## src/rtl/sweep_counter_if.sv

```systemverilog
// sweep_counter_if: control and status bundle between the calibration FSM
// (master) and the sweep counter (slave).
// Optional feature macro: SWEEP_PRESCALE_EN adds the PRESC step-period field.
interface sweep_counter_if #(
   parameter int WIDTH = 13
`ifdef SWEEP_PRESCALE_EN
   , parameter int PRESCALE_W = 8
`endif
);

   logic             EN;
   logic             DIR;
   logic             MODE;
   logic [WIDTH-1:0] LIMIT;
`ifdef SWEEP_PRESCALE_EN
   logic [PRESCALE_W-1:0] PRESC;
`endif
   logic [WIDTH-1:0] POS;
   logic             CNT_EN;
   logic             DONE;
   logic             HEADING;

`ifdef SWEEP_PRESCALE_EN
   modport master (output EN, DIR, MODE, LIMIT, PRESC,
                   input  POS, CNT_EN, DONE, HEADING);
   modport slave  (input  EN, DIR, MODE, LIMIT, PRESC,
                   output POS, CNT_EN, DONE, HEADING);
`else
   modport master (output EN, DIR, MODE, LIMIT,
                   input  POS, CNT_EN, DONE, HEADING);
   modport slave  (input  EN, DIR, MODE, LIMIT,
                   output POS, CNT_EN, DONE, HEADING);
`endif

endinterface

```

## src/rtl/sweep_counter.sv

```systemverilog
// sweep_counter: steps a position between 0 and a latched LIMIT, up or down,
// either once (single-shot) or continuously (bounce), for both servo axes.
// Optional feature macro: SWEEP_PRESCALE_EN adds a PRESC+1 cycle step divider.
module sweep_counter #(
   parameter int WIDTH = 13
`ifdef SWEEP_PRESCALE_EN
   , parameter int PRESCALE_W = 8
`endif
) (
   input logic           CLK,
   input logic           RST_N,
   sweep_counter_if.slave bus
);

   typedef enum logic [1:0] {
      ST_IDLE = 2'd0,
      ST_RUN  = 2'd1,
      ST_DONE = 2'd2
   } state_t;

   state_t           state_q;
   logic [WIDTH-1:0] lim_q;
   logic             mode_q;
   logic [WIDTH-1:0] pos_q;
   logic             heading_q;
   logic             cnt_en_q;
   logic             done_q;

   logic             tick;
   logic [WIDTH-1:0] end_pt;
   logic             at_end;

`ifdef SWEEP_PRESCALE_EN
   logic [PRESCALE_W-1:0] presc_q;
   logic [PRESCALE_W-1:0] div_q;

   assign tick = (div_q == presc_q);
`else
   assign tick = 1'b1;
`endif

   // The end point depends only on the current heading: LIMIT going up, 0 going down.
   assign end_pt = heading_q ? '0 : lim_q;
   assign at_end = (pos_q == end_pt);

   // Sweep FSM: latches the run setup in IDLE, steps or detects the end point in RUN.
   always_ff @(posedge CLK or negedge RST_N) begin
      if (!RST_N) begin
         state_q   <= ST_IDLE;
         lim_q     <= '0;
         mode_q    <= 1'b0;
         pos_q     <= '0;
         heading_q <= 1'b0;
         cnt_en_q  <= 1'b0;
         done_q    <= 1'b0;
`ifdef SWEEP_PRESCALE_EN
         presc_q   <= '0;
         div_q     <= '0;
`endif
      end else begin
         done_q <= 1'b0;
         if (!bus.EN) begin
            state_q  <= ST_IDLE;
            pos_q    <= '0;
            cnt_en_q <= 1'b0;
`ifdef SWEEP_PRESCALE_EN
            div_q    <= '0;
`endif
         end else begin
            case (state_q)
               ST_IDLE: begin
                  lim_q     <= bus.LIMIT;
                  mode_q    <= bus.MODE;
                  pos_q     <= bus.DIR ? bus.LIMIT : '0;
                  heading_q <= bus.DIR;
                  cnt_en_q  <= 1'b1;
                  state_q   <= ST_RUN;
`ifdef SWEEP_PRESCALE_EN
                  presc_q   <= bus.PRESC;
                  div_q     <= '0;
`endif
               end
               ST_RUN: begin
                  if (tick) begin
`ifdef SWEEP_PRESCALE_EN
                     div_q <= '0;
`endif
                     if (at_end) begin
                        done_q <= 1'b1;
                        if (mode_q) begin
                           heading_q <= ~heading_q;
                        end else begin
                           state_q  <= ST_DONE;
                           cnt_en_q <= 1'b0;
                        end
                     end else if (heading_q) begin
                        pos_q <= pos_q - 1'b1;
                     end else begin
                        pos_q <= pos_q + 1'b1;
                     end
                  end else begin
`ifdef SWEEP_PRESCALE_EN
                     div_q <= div_q + 1'b1;
`endif
                  end
               end
               ST_DONE: begin
                  cnt_en_q <= 1'b0;
               end
               default: begin
                  state_q  <= ST_IDLE;
                  pos_q    <= '0;
                  cnt_en_q <= 1'b0;
               end
            endcase
         end
      end
   end

   assign bus.POS     = pos_q;
   assign bus.CNT_EN  = cnt_en_q;
   assign bus.DONE    = done_q;
   assign bus.HEADING = heading_q;

endmodule

```

## src/flat_wrapper.sv

```systemverilog
// flat-port wrapper written by rule: the top's interface ports become plain ports
module sweep_counter_flat 
#(
   parameter int WIDTH = 13

)
  (CLK, RST_N, bus_EN, bus_DIR, bus_MODE, bus_LIMIT, bus_POS, bus_CNT_EN, bus_DONE, bus_HEADING);
  sweep_counter_if #(.WIDTH(WIDTH)) bus_i ();
  input logic CLK;
  input logic RST_N;
  input wire logic [$bits(bus_i.EN)-1:0] bus_EN;
  input wire logic [$bits(bus_i.DIR)-1:0] bus_DIR;
  input wire logic [$bits(bus_i.MODE)-1:0] bus_MODE;
  input wire logic [$bits(bus_i.LIMIT)-1:0] bus_LIMIT;
  output wire logic [$bits(bus_i.POS)-1:0] bus_POS;
  output wire logic [$bits(bus_i.CNT_EN)-1:0] bus_CNT_EN;
  output wire logic [$bits(bus_i.DONE)-1:0] bus_DONE;
  output wire logic [$bits(bus_i.HEADING)-1:0] bus_HEADING;
  assign bus_i.EN = bus_EN;
  assign bus_i.DIR = bus_DIR;
  assign bus_i.MODE = bus_MODE;
  assign bus_i.LIMIT = bus_LIMIT;
  assign bus_POS = bus_i.POS;
  assign bus_CNT_EN = bus_i.CNT_EN;
  assign bus_DONE = bus_i.DONE;
  assign bus_HEADING = bus_i.HEADING;
  sweep_counter #(.WIDTH(WIDTH)) u_core (.CLK(CLK), .RST_N(RST_N), .bus(bus_i));
endmodule
```

## config.mk

```make
export PLATFORM = sky130hd
export DESIGN_NAME = sweep_counter_flat
export DESIGN_NICKNAME = d
export VERILOG_FILES = /design/src/rtl/sweep_counter_if.sv /design/src/rtl/sweep_counter.sv /design/src/flat_wrapper.sv
export SDC_FILE = /design/constraint.sdc
export NUM_CORES = 1
export LEC_CHECK = 0
export CAP_MARGIN = 20
export CORE_UTILIZATION = 25
export CTS_BUF_LIST = sky130_fd_sc_hd__clkbuf_4
export DETAILED_ROUTE_END_ITERATION = 6
export GPL_ROUTABILITY_DRIVEN = 0
export GPL_TIMING_DRIVEN = 0
export HOLD_SLACK_MARGIN = 0.02
export PLACE_DENSITY = 0.52
export SKIP_CTS_REPAIR_TIMING = 1
export SYNTH_ARGS = -nofsm -noshare
export SYNTH_HDL_FRONTEND = slang
export SYNTH_SLANG_ARGS = --single-unit
```

## constraint.sdc

```tcl
create_clock -name CLK -period 3.5 [get_ports CLK]
set_input_delay 0.35 -clock CLK [delete_from_list [all_inputs] [get_ports CLK]]
set_output_delay 0.35 -clock CLK [all_outputs]
set_load 0.02 [all_outputs]
```

==> results of run 1 <==
[Yosys cell counts, drive strengths merged, types with 2 or more instances]
master | instances | area (um^2)
and3 | 3 | 18.8
a22oi | 6 | 45.0
nor2 | 18 | 67.6
o22a | 2 | 17.5
buf | 2 | 16.3
a21oi | 26 | 134
mux2 | 12 | 135
ha | 11 | 138
a32o | 2 | 20.0
nor2b | 3 | 18.8
a22o | 2 | 17.5
nor4 | 2 | 27.5
clkbuf | 6 | 22.5
a21o | 3 | 22.5
nor3b | 2 | 15.0
xor2 | 8 | 70.1
nand3 | 7 | 35.0
or4 | 2 | 15.0
nand2b | 8 | 50.1
dfrtp | 32 | 801
o21ai | 17 | 85.1
xnor2 | 8 | 70.1
nand4b | 2 | 17.5
inv | 9 | 33.8
nand4bb | 2 | 22.5
nand4 | 2 | 12.5
a211oi | 4 | 30.0
nand2 | 21 | 78.8
nand3b | 2 | 15.0
o21bai | 3 | 22.5
[kinds of logic (layout without fill, tap and decap cells)]
logic type / after synthesis / count (layout) / share of synthesized area [%]
AOI/OAI and AO/OA: 75 / 75 / 22.1
xor gates and xnor gates: 16 / 16 / 6.40
adders and majority gates: 12 / 12 / 7.20
buffers and inverters: 17 / 57 / 3.32
DFF: 32 / 32 / 36.6
muxes: 12 / 12 / 6.17
and+or+nand+nor: 75 / 75 / 18.2
[power by group through the flow]
stage / combinational [W] / clock, W / sequential (W)
final: 0.000853 / 0.000202 / 0.000550
after global placement: 0.000847 / 0 / 0.000559
after floorplan: 0.000574 / 0 / 0.000574
after global routing: 0.000949 / 0.000225 / 0.000567
after detailed placement: 0.000853 / 0 / 0.000559
after CTS: 0.000858 / 0.000213 / 0.000552
[through the flow]
stage	instance area [um^2]	util (%)	hold slack (ps)	power, W
floorplan	2190	-	54.4	0.00115
global placement	2650	31.8	514	0.00141
detailed placement	2650	31.7	477	0.00141
CTS	2690	32.3	93.4	0.00162
global route	2690	32.3	126	0.00174
finish	2690	32.3	62.1	0.00160
[how the worst min path moves through the flow]
stage	startpoint	end	slack [ps]	cells past startpoint
2_1_floorplan	RST_N	u_core.bus.CNT_EN	50	0
3_3_place_gp	u_core.lim_q[8]	u_core.lim_q[8]	510	1
3_5_place_dp	RST_N	u_core.bus.POS[1]	480	1
4_1_cts	RST_N	u_core.bus.POS[4]	90	1
5_1_grt	RST_N	u_core.bus.POS[4]	130	1
6_report	RST_N	u_core.bus.POS[4]	60	1
[final cells by class]
cell class,instances,share of cell area [%]
buffer,8,1.44
multi-input combinational,190,48.9
clock buffer,5,1.40
timing repair buffer,33,12.1
clock inverter,2,0.279
tap,105,4.88
sequential,32,29.8
inverter,9,1.26
[critical path, cell delays in order (launching register included)]
cell and delay (ps):
dfrtp_1 890, buf_2 380, nor3b_1 80, a21oi_1 120, nand3_1 170, nor4_4 500
a21oi_2 250, buf_6 210, o21ai_0 150, a21oi_1 60
[per-layer routing]
metal / part of all wire [%] / wire (um) / GRT usage (%)
met4: 1.3 / 76 / 3.98
met2: 47 / 2830 / 23.2
met1: 48 / 2890 / 19.1
met3: 3.6 / 217 / 2.63
met5: 0 / 0 / 0
[sequential cells by signal, summed over array words and instances, names as in the netlist]
| register | flops |
|---|---|
| u_core.mode_q | 1 |
| u_core.bus.DONE | 1 |
| u_core.state_q | 2 |
| u_core.bus.CNT_EN | 1 |
| u_core.bus.POS | 13 |
| u_core.lim_q | 13 |
| u_core.bus.HEADING | 1 |
[cells in the final DEF, fill, tap and decap left out, types with 3 or more instances in the layout]
cell type        instances
o21bai_1                 3
xor2_1                   8
dfrtp_1                 32
and3_1                   3
a21oi_1                 25
o21ai_0                 17
ha_1                    11
nor2_1                  18
nor2b_1                  3
nand2b_1                 8
mux2_2                  12
nand3_1                  7
clkbuf_1                 6
nand2_1                 21
a22oi_1                  6
inv_1                    9
clkdlybuf4s50_1         32
a211oi_1                 4
xnor2_1                  8
clkbuf_4                 5
a21o_1                   3
==> impl_metrics.yaml, run 1 <==
run_status:
  outcome: "finished clean"
final_layout:
  area_growth_pct: 22.9
  drive_gt1_share_pct: 7.89
  fillers: 892
  fin_cells: 384
  multi_input_area_um2: 1320
  seqCellArea_um2: 801
  nets: 309
  num_antenna_cells: 0
placed_design:
  numPortBuffers: 33
  hpwl_um: 4340
  post-place-ws_ps: 535
  dp_cells: 377
setup_path:
  worstPathMaxFanout: 23
  critical_path_class: "register to register"
  r2r_end: "u_core.bus.POS[10]"
  cp-start-kind: "register"
  worst_ep_arrival_time_ps: 3150
  crit_start: "u_core.bus.HEADING"
  timing.rr.start: "u_core.bus.HEADING"
  worstPathRequired_ps: 3720
  cp-endpoint: "u_core.bus.POS[10]"
  critPathCaptureType: "register"
  r2r_slack_ps: 570
  r2r_cells: 9
synthesis:
  synth.avg_cell_area_um2: 9.16
  synthDistinctLibCells: 45
  yosysWarnings: 0
  seq_area_frac_synth_pct: 36.6
  synth-edff-count: 0
  syn-cell-area_um2: 2190
  synth-seq-cells: 32
  syn_inst: 239
  ys.flop_type: "dfrtp_1"
  syn-num-nets: 269
  synthArstFlopShare_pct: 100
floorplan:
  dieWidth_um: 95.6
  core_um2: 8340
  dieArea_um2: 9130
  rows: 33
  start_util_pct: 26.2
  io_pins: 34
  fp.dieH_um: 95.6
power:
  ir_drop_uv: 206
  p_sw_share_pct: 43.1
  power_frac_comb_pct: 53.1
  p_switching_w: 0.000691
  internal_power_w: 0.000914
  p_per_area_nw_per_um2: 597
  seq_power_share_pct: 34.3
  power_frac_clock_pct: 12.6
  total_leakage_power_nw: 1.12
sta:
  tightest_slew_ps: 825
  period_needed_ps: 2930
  fin_tns_setup_ps: 0
  fin_worst_skew_ps: 9.76
  finalCritPeriodShare_pct: 83.6
  slew_violations: 0
  hold_violations: 0
  finalWorstSetupSlack_ps: 573
  setup_viol: 0
  rsz0062_at_grt: "no"
  slew_headroom_pct: 45.0
  max_clock_freq_mhz: 342
cts:
  cts_buffer_depth: 2
  htreeDepth: 2
  worstSkewPairLatency_ps: 330
  clk_pin_slew_ps: 110
  tritoncts: "built"
  cts-buffers-inserted: 5
  cts_num_sinks: 32
  root_buffer: "clkbuf_4"
routing:
  vias: 1928
  avgRoutedWirePerCell_um: 15.7
  dr.pass1.iters: 4
  drc: 0
  final_antenna_net_count: 0
  viasPerCell: 5.02
  wl_um: 6010
  drt_iter0_drc: 110
run:
  drv_cap: 0
grt:
  grt_pass1_wl_um: 9630
  grt_pass1_vias: 1824
  gr-usage-all-layers_pct: 14.2
  antenna_found_initial: 0
  grt_overflow: 0
  grt_max_degree: 33
min_path:
  hp-class: "input pin to async pin"
Note: power is estimated with default switching activity, not from simulation.
==> run 2: changes to the inputs <==
- clock period: 3.5 -> 2.7 ns (I/O delays scaled with it)
==> impl_metrics.yaml, run 2 (synthesized netlist as in run 1, its figures left out) <==
power:
  ir_drop_uv: 269
  p_switching_w: 0.000906
  p_sw_share_pct: 43.1
  total_leakage_power_nw: 1.12
  power_frac_clock_pct: 12.5
  seq_power_share_pct: 34.1
  internal_power_w: 0.00119
  power_frac_comb_pct: 53.4
  p_per_area_nw_per_um2: 774
cts:
  cts_num_sinks: 32
  cts_buffer_depth: 2
  cts-buffers-inserted: 5
  worstSkewPairLatency_ps: 330
  root_buffer: "clkbuf_4"
  htreeDepth: 2
  tritoncts: "built"
  clk_pin_slew_ps: 110
setup_path:
  path_cells: "ha_1 > a21oi_1 > o211ai_1 > a2111oi_1 > nor2_1 > xor2_1 > a22oi_1 > a21oi_1"
  crit_path_max_incr_delay_ps: 620
  crit_family: "compound AO/OA/AOI/OAI gates"
  r2r_cells: 8
  worst_path_max_delay_cell: "dfrtp_4"
  critical_path_class: "register to register"
  r2r_slack_ps: 200
  timing.rr.start: "u_core.bus.HEADING"
  critical_path_buf_inv_count: 0
  worst_ep_arrival_time_ps: 2720
  crit_start: "u_core.bus.HEADING"
  critPathCaptureType: "register"
  worstPathMaxFanout: 23
  worstPathRequired_ps: 2920
  r2r_end: "u_core.bus.POS[9]"
  cp-start-kind: "register"
  path_depth: 8
  cpMostUsedCell: "a21oi_1"
  cp-endpoint: "u_core.bus.POS[9]"
floorplan:
  dieWidth_um: 95.6
  io_pins: 34
  rows: 33
  core_um2: 8340
  dieArea_um2: 9130
  start_util_pct: 26.2
  fp.dieH_um: 95.6
final_layout:
  nets: 310
  seqCellArea_um2: 805
  area_growth_pct: 24.0
  layout_common_cells: "clkdlybuf4s50_1 (32), dfrtp_1 (31), a21oi_1 (24), nand2_1 (21), nor2_1 (18)"
  drive_gt1_share_pct: 8.93
  fillers: 890
  num_antenna_cells: 0
  final_common_cell: "clkdlybuf4s50_1"
  fin_cells: 385
  multi_input_area_um2: 1330
placed_design:
  hpwl_um: 4340
  dp_cells: 377
  numPortBuffers: 33
run_status:
  violations: "negative hold slack"
  outcome: "complete, but fails checks"
sta:
  max_clock_freq_mhz: 400
  tightest_slew_ps: 766
  hold_violations: 10
  setup_viol: 0
  slew_violations: 0
  fin_worst_skew_ps: 8.42
  rsz0062_at_grt: "no"
  slew_headroom_pct: 48.8
  fin_tns_setup_ps: 0
  fin_hold_ws_ps: -12.8
  period_needed_ps: 2500
  finalCritPeriodShare_pct: 92.5
routing:
  vias: 1946
  wl_um: 6020
  drc: 0
  dr.pass1.iters: 5
  viasPerCell: 5.05
  avgRoutedWirePerCell_um: 15.6
  wl_met3_um: 171
  drt_iter0_drc: 89
  top_layer: "met4"
  route.met2.wl_um: 2820
  routedLengthMet1_um: 2960
  final_antenna_net_count: 0
run:
  drv_cap: 0
min_path:
  hp-class: "input pin to async pin"
grt:
  grt_overflow: 0
  gr-usage-all-layers_pct: 14.2
  grt_pass1_wl_um: 9630
  grt_pass1_vias: 1824
  antenna_found_initial: 0
  grt_max_degree: 33
run 2: cell types whose count changed in the layout (fill, tap and decap cells not counted):
cell	before	now
a2111oi_0	1	0
a2111oi_1	0	1
a21oi_1	25	24
a21oi_4	0	1
buf_4	0	1
dfrtp_1	32	31
dfrtp_4	0	1
run 2: final cells by class:
cell class | instances | area share, %
sequential | 32 | 29.6
inverter | 9 | 1.24
timing repair buffer | 34 | 12.3
clock inverter | 2 | 0.277
multi-input combinational | 190 | 48.9
buffer | 8 | 1.43
tap | 105 | 4.84
clock buffer | 5 | 1.38
run 2: layer usage:
| metal | up-vias | track usage, % |
|---|---|---|
| met4 | 0 | 3.98 |
| met2 | 37 | 23.2 |
| met5 | - | 0 |
| met3 | 7 | 2.63 |
| li1 | 961 | - |
| met1 | 941 | 19.1 |
run 2: worst min path at each step:
stage / start / end / slack [ps] / cells after the start
after detailed placement: RST_N / u_core.bus.POS[1] / 400 / 1
after floorplan: RST_N / u_core.bus.CNT_EN / -30 / 0
final: RST_N / u_core.bus.POS[4] / -10 / 1
after global routing: RST_N / u_core.bus.POS[4] / 50 / 1
after CTS: RST_N / u_core.bus.POS[4] / 10 / 1
after global placement: u_core.lim_q[8] / u_core.lim_q[8] / 510 / 1
run 2: through the flow:
step / total power, W / cell area (um^2) / util [%] / hold slack, ps / setup WS, ps
2_1_floorplan: 0.00149 / 2190 / - / -25.6 / 207
3_3_place_gp: 0.00182 / 2650 / 31.8 / 514 / -272
3_5_place_dp: 0.00183 / 2650 / 31.7 / 397 / -265
4_1_cts: 0.00210 / 2690 / 32.3 / 13.4 / -294
5_1_grt: 0.00227 / 2710 / 32.5 / 45.9 / 32.1
6_report: 0.00210 / 2710 / 32.5 / -12.8 / 202
run 2: power groups by stage:
stage	clock network, W	logic, W	registers, W
global route	0.000292	0.00124	0.000738
CTS	0.000276	0.00111	0.000715
detailed placement	0	0.00111	0.000725
floorplan	0	0.000744	0.000744
global placement	0	0.00110	0.000725
finish	0.000262	0.00112	0.000716
